==> src/rtl/pipe_reg_chain_pkg.sv <==
// pipe_reg_chain_pkg
//   Shared constants and helpers for the pipe_reg_chain slice.
//   - MIN_DEPTH : smallest legal number of register stages.
//   - occ_width : bit width needed to count 0..depth valid stages.
package pipe_reg_chain_pkg;

  localparam int MIN_DEPTH = 1;

  function automatic int occ_width(input int depth);
    return $clog2(depth + 1);
  endfunction

endpackage

==> src/rtl/pipe_reg_chain_if.sv <==
// pipe_reg_chain_if
//   Producer/consumer handshake bundle for pipe_reg_chain.
//   Signals:
//     in_valid  producer -> chain   producer has data on in_data
//     in_data   producer -> chain   WIDTH-bit input data
//     in_ready  chain -> producer   chain accepts in_data this cycle
//     out_valid chain -> consumer   last stage holds valid data
//     out_data  chain -> consumer   last stage data
//     out_ready consumer -> chain   consumer accepts out_data this cycle
//   Modports: master = the environment around the chain, slave = the chain.
//
//   Handshake: a beat transfers on a rising clk edge where valid && ready are
//   both 1. Valid never depends combinationally on ready; ready may depend on
//   the downstream ready. While valid && !ready the sender holds data stable.
interface pipe_reg_chain_if #(
  parameter int WIDTH = 8
);
  logic             in_valid;
  logic [WIDTH-1:0] in_data;
  logic             in_ready;
  logic             out_valid;
  logic [WIDTH-1:0] out_data;
  logic             out_ready;

  modport master (
    output in_valid, in_data, out_ready,
    input  in_ready, out_valid, out_data
  );

  modport slave (
    input  in_valid, in_data, out_ready,
    output in_ready, out_valid, out_data
  );
endinterface

==> src/rtl/pipe_reg_stage.sv <==
// pipe_reg_stage
//   One register stage of pipe_reg_chain: a valid bit and a data register.
//   The stage loads from upstream whenever it is empty or downstream can take
//   its current contents (local ready). Data is only written when the incoming
//   beat is valid, so empty stages do not toggle.
//   Ports:
//     clk, rst     clock, synchronous active-high reset
//     flush_i      clear the valid bit next cycle (data untouched)
//     up_valid_i   upstream valid
//     up_data_i    upstream data
//     dn_rdy_i     downstream ready
//     valid_o      stage valid (registered)
//     data_o       stage data (registered)
module pipe_reg_stage #(
  parameter int WIDTH = 8
) (
  input  logic             clk,
  input  logic             rst,
  input  logic             flush_i,
  input  logic             up_valid_i,
  input  logic [WIDTH-1:0] up_data_i,
  input  logic             dn_rdy_i,
  output logic             valid_o,
  output logic [WIDTH-1:0] data_o
);

  logic             v_q, v_d;
  logic [WIDTH-1:0] d_q, d_d;
  logic             ld;

  always_comb begin
    ld  = !v_q || dn_rdy_i;
    v_d = v_q;
    d_d = d_q;
    if (flush_i) begin
      v_d = 1'b0;
    end else if (ld) begin
      v_d = up_valid_i;
      if (up_valid_i) begin
        d_d = up_data_i;
      end
    end
  end

  always_ff @(posedge clk) begin
    if (rst) begin
      v_q <= 1'b0;
      d_q <= '0;
    end else begin
      v_q <= v_d;
      d_q <= d_d;
    end
  end

  assign valid_o = v_q;
  assign data_o  = d_q;

endmodule

==> src/rtl/pipe_reg_chain.sv <==
// pipe_reg_chain
//   DEPTH-stage register pipeline for WIDTH-bit data with valid/ready flow
//   control, bubble collapse and synchronous flush. Unstalled latency is DEPTH
//   cycles at one item per cycle; a stalled chain fills to DEPTH items.
//   Ports:
//     clk, rst    clock, synchronous active-high reset (beats flush/handshakes)
//     flush       clear every stage valid bit next cycle; blocks input
//     bus         pipe_reg_chain_if.slave handshake bundle
//     occupancy   number of valid stages (only when PIPE_REG_CHAIN_OCC_EN
//                 is defined)
//   Build option: define PIPE_REG_CHAIN_OCC_EN to add the occupancy port.
module pipe_reg_chain
  import pipe_reg_chain_pkg::*;
#(
  parameter int WIDTH = 8,
  parameter int DEPTH = 3
) (
  input  logic clk,
  input  logic rst,
  input  logic flush,
  pipe_reg_chain_if.slave bus
`ifdef PIPE_REG_CHAIN_OCC_EN
  ,
  output logic [occ_width(DEPTH)-1:0] occupancy
`endif
);

  if (DEPTH < MIN_DEPTH) begin : g_bad_depth
    $error("pipe_reg_chain: DEPTH must be at least 1");
  end

  logic [DEPTH-1:0] stage_v;
  logic [WIDTH-1:0] stage_d [DEPTH];
  logic [DEPTH-1:0] up_v;
  logic [WIDTH-1:0] up_d [DEPTH];
  logic [DEPTH:0]   rdy;

  // Ready ripples from the consumer back towards the input: a stage can take
  // a new beat if it is empty or if its own contents move on this cycle.
  always_comb begin
    rdy        = '0;
    rdy[DEPTH] = bus.out_ready;
    for (int i = DEPTH - 1; i >= 0; i--) begin
      rdy[i] = !stage_v[i] || rdy[i+1];
    end
  end

  assign up_v[0] = bus.in_valid;
  assign up_d[0] = bus.in_data;

  for (genvar i = 1; i < DEPTH; i++) begin : g_link
    assign up_v[i] = stage_v[i-1];
    assign up_d[i] = stage_d[i-1];
  end

  for (genvar i = 0; i < DEPTH; i++) begin : g_stage
    pipe_reg_stage #(
      .WIDTH(WIDTH)
    ) u_stage (
      .clk       (clk),
      .rst       (rst),
      .flush_i   (flush),
      .up_valid_i(up_v[i]),
      .up_data_i (up_d[i]),
      .dn_rdy_i  (rdy[i+1]),
      .valid_o   (stage_v[i]),
      .data_o    (stage_d[i])
    );
  end

  // Stage 0 also loads during flush/rst cycles, but those branches win inside
  // the stage, so masking in_ready here is what keeps the producer honest.
  assign bus.in_ready  = rdy[0] && !flush && !rst;
  assign bus.out_valid = stage_v[DEPTH-1];
  assign bus.out_data  = stage_d[DEPTH-1];

`ifdef PIPE_REG_CHAIN_OCC_EN
  localparam int OCC_W = occ_width(DEPTH);
  logic [OCC_W-1:0] occ_cnt;

  always_comb begin
    occ_cnt = '0;
    for (int i = 0; i < DEPTH; i++) begin
      occ_cnt = occ_cnt + OCC_W'(stage_v[i]);
    end
  end

  assign occupancy = occ_cnt;
`endif

endmodule

==> src/flat_wrapper.sv <==
// flat-port wrapper written by rule: the top's interface ports become plain ports
module pipe_reg_chain_flat import pipe_reg_chain_pkg::*;
#(
  parameter int WIDTH = 8,
  parameter int DEPTH = 3
)
  (clk, rst, flush, bus_in_valid, bus_in_data, bus_out_ready, bus_in_ready, bus_out_valid, bus_out_data);
  pipe_reg_chain_if #(.WIDTH(WIDTH)) bus_i ();
  input  logic clk;
  input  logic rst;
  input  logic flush;
  input wire logic [$bits(bus_i.in_valid)-1:0] bus_in_valid;
  input wire logic [$bits(bus_i.in_data)-1:0] bus_in_data;
  input wire logic [$bits(bus_i.out_ready)-1:0] bus_out_ready;
  output wire logic [$bits(bus_i.in_ready)-1:0] bus_in_ready;
  output wire logic [$bits(bus_i.out_valid)-1:0] bus_out_valid;
  output wire logic [$bits(bus_i.out_data)-1:0] bus_out_data;
  assign bus_i.in_valid = bus_in_valid;
  assign bus_i.in_data = bus_in_data;
  assign bus_i.out_ready = bus_out_ready;
  assign bus_in_ready = bus_i.in_ready;
  assign bus_out_valid = bus_i.out_valid;
  assign bus_out_data = bus_i.out_data;
  pipe_reg_chain #(.WIDTH(WIDTH), .DEPTH(DEPTH)) u_core (.clk(clk), .rst(rst), .flush(flush), .bus(bus_i));
endmodule
==> config.mk <==
export PLATFORM = sky130hd
export DESIGN_NAME = pipe_reg_chain_flat
export DESIGN_NICKNAME = d
export VERILOG_FILES = /design/src/rtl/pipe_reg_chain_pkg.sv /design/src/rtl/pipe_reg_chain_if.sv /design/src/rtl/pipe_reg_stage.sv /design/src/rtl/pipe_reg_chain.sv /design/src/flat_wrapper.sv
export SDC_FILE = /design/constraint.sdc
export NUM_CORES = 1
export LEC_CHECK = 0
export CORE_AREA = 4 4 43 82
export CTS_CLUSTER_DIAMETER = 30
export DETAILED_ROUTE_END_ITERATION = 10
export DIE_AREA = 0 0 47 86
export SLEW_MARGIN = 20
export SYNTH_ARGS = -nofsm -noshare
export SYNTH_HDL_FRONTEND = slang
export SYNTH_SLANG_ARGS = --single-unit
export TNS_END_PERCENT = 100
==> constraint.sdc <==
create_clock -name clk -period 3 [get_ports clk]
set_input_delay 0.6 -clock clk [delete_from_list [all_inputs] [get_ports clk]]
set_output_delay 0.6 -clock clk [all_outputs]
set_load 0.03 [all_outputs]
==> Implementation_results.wiki, run 1 <==
{| class="wikitable"
! Metric !! Value
|-
| Flip-flop and latch area || 540.5 µm²
|-
| Final Net Count || roughly 150
|-
| Quantity of I/O buffers inserted on ports || 22
|-
| PostCTS Resize Cnt || 0
|-
| Area of the core region || between 2000 and 3000 µm²
|-
| Highest clock rate || around 440 MHz
|-
| Clock period minus worst slack || about 2300 ps
|-
| CTS Root Buffer Type || sky130_fd_sc_hd__clkbuf_8
|-
| Worst Path Required || between 2000 and 2500 ps
|-
| Placed cell areas || between 1000 and 1500 µm²
|-
| Half-perimeter wire length of the detailed placement result || between 1500 and 2000 µm
|-
| Worst-case register-to-register setup slack || 1690 ps
|-
| Portion of the clock cycle consumed by the worst path in the final layout || roughly 76%
|-
| Via count of the first global-routing pass || 795
|-
| Number of endpoints with negative hold slack in the final report || 0
|-
| Final Cell Area || between 1000 and 1500 µm²
|-
| Initial antenna violation count || 0
|-
| Rows || 28
|-
| Critical Path Fanout Max || 3
|-
| Yosys warns || 0
|-
| Vertical extent of the die || around 86 µm
|-
| Number of ports placed on the die boundary || 23
|-
| Yosys top cell area share || 48.32%
|-
| Number of pins with negative max-slew slack in the final report || 0
|-
| Endpoint class of the critical path || output pin
|-
| Diodes inserted || 0
|-
| DRT iter0 DRCs || 12
|-
| Buffers inserted during post-CTS setup optimization || 0
|-
| Number of max-cap violations || 0
|-
| Gate count of the mapped netlist || 114
|-
| Cell leakage power || 0.5107 nW
|-
| Width of the chip || around 47 µm
|-
| Maximum number of buffers from clock root to sink || 2
|-
| Outcome || completed
|-
| Post-synthesis register bit count || 27
|-
| Area occupied by multi-input gates || about 530 µm²
|-
| Clock buffers created by TritonCTS || 3
|-
| Per-instance average area after synthesis || 9.812 µm²
|-
| Filler cell count in the final layout || 302
|-
| Max rail drop VDD || 0.2436 mV
|-
| DRC Markers || 0
|-
| Hold depth || 2
|-
| Crit start category || input port
|-
| Layout cells sized above 1 || approximately 6.7%
|-
| Clock-pin slew on the worst setup and hold paths || about 90 ps
|-
| Worst Hold Path EP || u_core.g_stage[2].u_stage.data_o[1]
|-
| Vias after detailed routing || ~840
|-
| Sum of negative setup slack || 0 ps
|-
| Worst relative slew slack || between 60% and 70%
|-
| Antenna Nets Post-Route || 0
|-
| Worst Reg2Reg Path Length in Cells || 4
|-
| Power density relative to cell area || around 450 nW/µm²
|-
| Worst r2r src || u_core.g_stage[2].u_stage.valid_o
|-
| Overall fraction of global-route tracks in use || a little under an eighth
|-
| Post-DR vias/cell || a little over 5
|-
| Arrival time worst endpoint || ~1700 ps
|-
| Largest net degree at the start of global routing || 35
|-
| Post-detailed-routing wire length || between 2000 and 2500 µm
|-
| Cell area after synthesis || between 1000 and 1500 µm²
|-
| Hold Buf Count CTS || 0
|-
| Cells taking the most area after synthesis || sky130_fd_sc_hd__dfxtp_1 (48%), sky130_fd_sc_hd__nand2b_1 (15%), sky130_fd_sc_hd__mux2i_1 (14%)
|-
| Htree depth || 1
|-
| Measured slew at the worst slew-check pin || 497.9 ps
|-
| Syn nets || 127
|-
| Number of clock sinks || 27
|-
| Worst hold path class || register to register
|-
| Leading area contributor after synthesis || sky130_fd_sc_hd__dfxtp_1
|-
| Setup violation total in the final timing report || 0
|-
| TritonCTS clock tree || done
|-
| Part of the Yosys area used for sequential elements || 48.32%
|-
| Overflow after GRT || 0
|-
| Area growth, synth to finish || 25.17%
|-
| Hold Startpoint || u_core.g_stage[1].u_stage.data_o[1]
|-
| Synth cell types || 20
|-
| Endpoint of the lowest-slack register-to-register path || u_core.g_stage[1].u_stage.data_o[0]
|-
| Post-DR wirelength/cell || ~12 µm
|-
| Worst setup path class || input port to output pin
|-
| Initial core utilization || between 30% and 40%
|-
| Clock network latency to the later pin of the worst-skew pair || ~270 ps
|-
| Final Core Density || between 40% and 50%
|-
| First-pass GRT wire length || 3560 µm
|-
| RD Place Congestion || between 0.6 and 0.7
|-
| DIE AREA || just over 4000 µm²
|-
| Total power after layout || just over 0.0006 W
|-
| Number of optimization iterations in the first detailed-route pass || 4
|-
| Setup repair after global routing missed its margin || false
|-
| Maximum clock skew at final layout || around 1.9 ps
|}
[layer usage]
| metal | track usage [%] | part of all wire (%) |
|---|---|---|
| met1 | 13.47 | 39 |
| met2 | 19.83 | 55 |
| met3 | 2.101 | 3.7 |
| met4 | 6.045 | 2.6 |
| met5 | 0 | 0 |
[cell usage in the layout, fill, tap and decap left out, drive strengths merged]
master,netlist,layout
nor3,2,2
dfxtp,27,27
nand3,8,8
a21oi,9,9
nor3b,1,1
nor2b,2,2
o21a,2,2
nand2b,26,26
nor2,1,1
o21ai,8,8
clkdlybuf4s50,0,21
buf,5,4
mux2i,16,16
a211o,1,1
a211oi,1,1
clkbuf,3,4
inv,1,1
and4b,1,1
[how the worst max path moves through the flow]
stage / start / endpoint / slack [ps] / depth (start not counted)
6_report: bus_out_ready / bus_in_ready / 720 / 4
5_1_grt: bus_out_ready / bus_in_ready / 660 / 4
4_1_cts: bus_out_ready / bus_in_ready / 710 / 4
3_5_place_dp: bus_out_ready / bus_in_ready / 720 / 4
3_3_place_gp: bus_out_ready / bus_in_ready / 760 / 4
2_1_floorplan: rst / bus_in_ready / 750 / 3
[critical path, cell delays in order]
cell and delay [ps]:
sky130_fd_sc_hd__clkdlybuf4s50_1 490, sky130_fd_sc_hd__and4b_1 230, sky130_fd_sc_hd__nor3_1 160, sky130_fd_sc_hd__buf_4 190
[metrics by stage]
| stage | worst slack, ps | hold slack, ps | std cells |
|---|---|---|---|
| final | 723.3 | 470.8 | 165 |
| after global routing | 660.5 | 496.3 | 165 |
| after CTS | 708.5 | 473.9 | 165 |
| after detailed placement | 716.7 | 460.1 | 161 |
| after global placement | 759.3 | 456.7 | 161 |
| after floorplan | 751.7 | 444.2 | 114 |
[final cells by class]
cell class	count	share of cell area (%)
sequential	27	38.61
clock buffer	4	3.217
tap	30	2.681
multi-input combinational	78	38.07
inverter	1	0.2681
timing repair buffer	25	17.16
[sequential cells by signal, indices dropped and copies added, names as in the netlist]
name / count
u_core.g_stage.u_stage.data_o: 24
u_core.g_stage.u_stage.valid_o: 3
[synth_stat cells, drive strengths merged]
cell,count
nand2b,26
dfxtp,27
clkbuf,3
buf,5
nor2b,2
mux2i,16
nor2,1
o21ai,8
inv,1
nand3,8
nor3,2
and4b,1
a21oi,9
nor3b,1
a211o,1
o21a,2
a211oi,1
[logic make-up (layout without fill, tap and decap cells)]
kind of cell	after synthesis	count (layout)	share of synthesized area, %
muxes	16	16	14.32
and+or+nand+nor	41	41	22.48
DFF	27	27	48.32
AOI/OAI and AO/OA	21	21	10.85
buffers and inverters	9	30	4.026
[power by group]
group | internal [W] | leakage [nW] | switching [W]
sequential | 0.000365 | 0.219 | 0.00000268
clock | 0.0000951 | 0.0228 | 0.000108
combinational | 0.0000309 | 0.269 | 0.0000217
No activity file was read; power rests on OpenSTA's default activity.
==> run 2: changes to the inputs <==
==> constraint.sdc (replaced) <==
create_clock -name clk -period 2.1 [get_ports clk]
set_input_delay 0.42 -clock clk [delete_from_list [all_inputs] [get_ports clk]]
set_output_delay 0.42 -clock clk [all_outputs]
set_load 0.03 [all_outputs]
==> run 2 against run 1 <==
  * Clock-buffer cell count decreased by 1
  * Via count decreased by 1.3%
  * Flip-flop and latch count unchanged
  * Combinational power increased by 45%
  * First-iteration DRC count increased by 83%
  * Global-route usage increased by 0.40 points
  * Total power increased by 43%
  * Register-to-register slack got worse by 930 ps
  * Clock power increased by 44%
  * Setup slack got worse by 530 ps
  * Wire length increased by 4.9%
  * Critical path type unchanged
  * Critical endpoint unchanged
==> Implementation_results.wiki, run 2 (synthesized netlist as in run 1, its figures left out) <==
{| class="wikitable"
! Metric !! Value
|-
| Outcome || completed
|-
| Sum of buffers and inverters on the critical path || 2 (unchanged)
|-
| Maximum clock skew at final layout || 2.403 ps (+0.4889 ps)
|-
| Arrival time worst endpoint || 1480 ps (-200 ps)
|-
| Most frequent standard cell in the layout excluding fill and tap cells || sky130_fd_sc_hd__dfxtp_1
|-
| Number of max-cap violations || 0 (unchanged)
|-
| Width of the chip || 47 µm (unchanged)
|-
| Final Net Count || 150 (+0.67%)
|-
| Largest stage delay on the critical path || 490 ps (about the same)
|-
| Clock-pin slew on the worst setup and hold paths || 90 ps (about the same)
|-
| Vertical extent of the die || 86 µm (unchanged)
|-
| Setup repair after global routing missed its margin || false
|-
| Sum of negative setup slack || 0 ps (unchanged)
|-
| Post-DR vias/cell || 4.970 (-1.9%)
|-
| Area of the core region || 2943 µm² (unchanged)
|-
| Number of pins with negative max-slew slack in the final report || 0 (unchanged)
|-
| Worst setup path class || input port to output pin
|-
| Worst Path Required || 1680 ps (-720 ps)
|-
| Cell leakage power || 0.5189 nW (+1.6%)
|-
| Antenna Nets Post-Route || 0 (unchanged)
|-
| Diodes inserted || 0 (unchanged)
|-
| DIE AREA || 4042 µm² (unchanged)
|-
| TritonCTS clock tree || done
|-
| Vias after detailed routing || 825 (-1.3%)
|-
| Crit start category || input port
|-
| Initial core utilization || 38.01% (unchanged)
|-
| Worst hold path class || register to register
|-
| Portion of the clock cycle consumed by the worst path in the final layout || around nine tenths
|-
| Rows || 28 (unchanged)
|-
| Initial antenna violation count || 0 (unchanged)
|-
| Overflow after GRT || 0 (unchanged)
|-
| Maximum number of buffers from clock root to sink || 2 (unchanged)
|-
| Number of endpoints with negative hold slack in the final report || 0 (unchanged)
|-
| Quantity of I/O buffers inserted on ports || 22 (unchanged)
|-
| Largest net degree at the start of global routing || 35 (unchanged)
|-
| Commonest cells after routing, fill and taps aside || sky130_fd_sc_hd__dfxtp_1 (27), sky130_fd_sc_hd__nand2b_1 (26), sky130_fd_sc_hd__clkdlybuf4s50_1 (21)
|-
| Area growth, synth to finish || 25.95%
|-
| Highest clock rate || about 530 MHz
|-
| Pre-CTS setup slack || 217.9 ps (-498.9 ps)
|-
| Power density relative to cell area || 634.7 nW/µm² (+43%)
|-
| DRC Markers || 0 (unchanged)
|-
| Final worst-path setup slack || 198.0 ps (-525.3 ps)
|-
| Endpoint class of the critical path || output pin
|-
| Half-perimeter wire length of the detailed placement result || 1641 µm (+3.9%)
|-
| PostCTS Resize Cnt || 0 (unchanged)
|-
| Clock period minus worst slack || 1902 ps
|-
| Worst-case register-to-register setup slack || 760 ps (-930 ps)
|-
| DRT iter0 DRCs || 22 (+10)
|-
| Max FFs per register || 24 (unchanged)
|-
| Buffers inserted during post-CTS setup optimization || 0 (unchanged)
|-
| Overall fraction of global-route tracks in use || 12.24% (+0.40 points)
|-
| CP max-delay cell || sky130_fd_sc_hd__clkdlybuf4s50_1
|-
| CTS Root Buffer Type || sky130_fd_sc_hd__clkbuf_8
|-
| RD Place Congestion || 0.7115 (+2.8%)
|-
| Via count of the first global-routing pass || 792 (-0.38%)
|-
| Critical Path Fanout Max || 3 (unchanged)
|-
| Post-DR wirelength/cell || 12.95 µm (+4.2%)
|-
| Clock buffers created by TritonCTS || 3 (unchanged)
|-
| Max rail drop VDD || 0.5337 mV (+120%)
|-
| First-pass GRT wire length || 3657 µm (+2.7%)
|-
| Htree depth || 1 (unchanged)
|-
| Post-detailed-routing wire length || 2150 µm (+4.9%)
|-
| Number of ports placed on the die boundary || 23 (unchanged)
|-
| Category of cells accounting for the largest share of critical-path delay || buffers and inverters
|-
| Worst relative slew slack || 75.70% (+9.0 points)
|-
| Clock network latency to the later pin of the worst-skew pair || 270 ps (about the same)
|-
| Setup violation total in the final timing report || 0 (unchanged)
|-
| Hold Buf Count CTS || 0 (unchanged)
|-
| Number of optimization iterations in the first detailed-route pass || 4 (unchanged)
|-
| Layout cells sized above 1 || 8.088% (+1.4 points)
|-
| Cell-by-cell trace of the critical path || clkdlybuf4s50_1 -> and4b_1 -> nor3_1 -> buf_4
|-
| Measured slew at the worst slew-check pin || 363.8 ps (-134.1 ps)
|-
| Number of clock sinks || 27 (unchanged)
|}
[run 2: routing by layer]
| metal | wire length [µm] | share of wire [%] | track usage [%] |
|---|---|---|---|
| met1 | 851 | 40 | 14.12 |
| met2 | 1175 | 55 | 20.32 |
| met3 | 71 | 3.3 | 2.101 |
| met4 | 51 | 2.4 | 6.297 |
| met5 | 0 | 0 | 0 |
[run 2: tightest hold or removal path, stage by stage, from the launching register on]
cell and delay (ps):
sky130_fd_sc_hd__dfxtp_1 320, sky130_fd_sc_hd__nand3_1 60, sky130_fd_sc_hd__a21oi_1 50
[run 2: final cells by class]
| cell class | count | area, µm² |
|---|---|---|
| clock buffer | 3 | 41.29 |
| clock inverter | 1 | 5.005 |
| fill | 305 | 1534 |
| inverter | 1 | 3.754 |
| multi-input combinational | 78 | 533.0 |
| sequential | 27 | 540.5 |
| tap | 30 | 37.54 |
| timing repair buffer | 26 | 247.7 |
[run 2: power by group]
part	internal (W)	leakage [nW]	total [W]	switching (W)
Clock	0.000133	0.0255	0.000293	0.000160
Sequential	0.000522	0.219	0.000525	0.00000378
Combinational	0.0000443	0.275	0.0000759	0.0000316
[run 2: worst paths after layout]
check                                                         start                                  end  depth (start not counted)
worst max-delay path                                  bus_out_ready                         bus_in_ready                          4
worst min-delay path            u_core.g_stage[1].u_stage.data_o[1]  u_core.g_stage[2].u_stage.data_o[1]                          2
worst max register to register    u_core.g_stage[2].u_stage.valid_o  u_core.g_stage[1].u_stage.data_o[0]                          3
worst min register to register  u_core.g_stage[1].u_stage.data_o[1]  u_core.g_stage[2].u_stage.data_o[1]                          2
[run 2: through the flow]
step | area [µm²] | instances | hold slack (ps) | total power, W | util, %
floorplan | 1119 | 114 | 444.2 | 0.0005790 | -
global placement | 1363 | 162 | 454.9 | 0.0006116 | 46.30
detailed placement | 1363 | 162 | 460.6 | 0.0006138 | 46.30
CTS | 1409 | 166 | 475.0 | 0.0009042 | 47.87
global route | 1409 | 166 | 504.2 | 0.0009294 | 47.87
finish | 1409 | 166 | 474.7 | 0.0008941 | 47.87
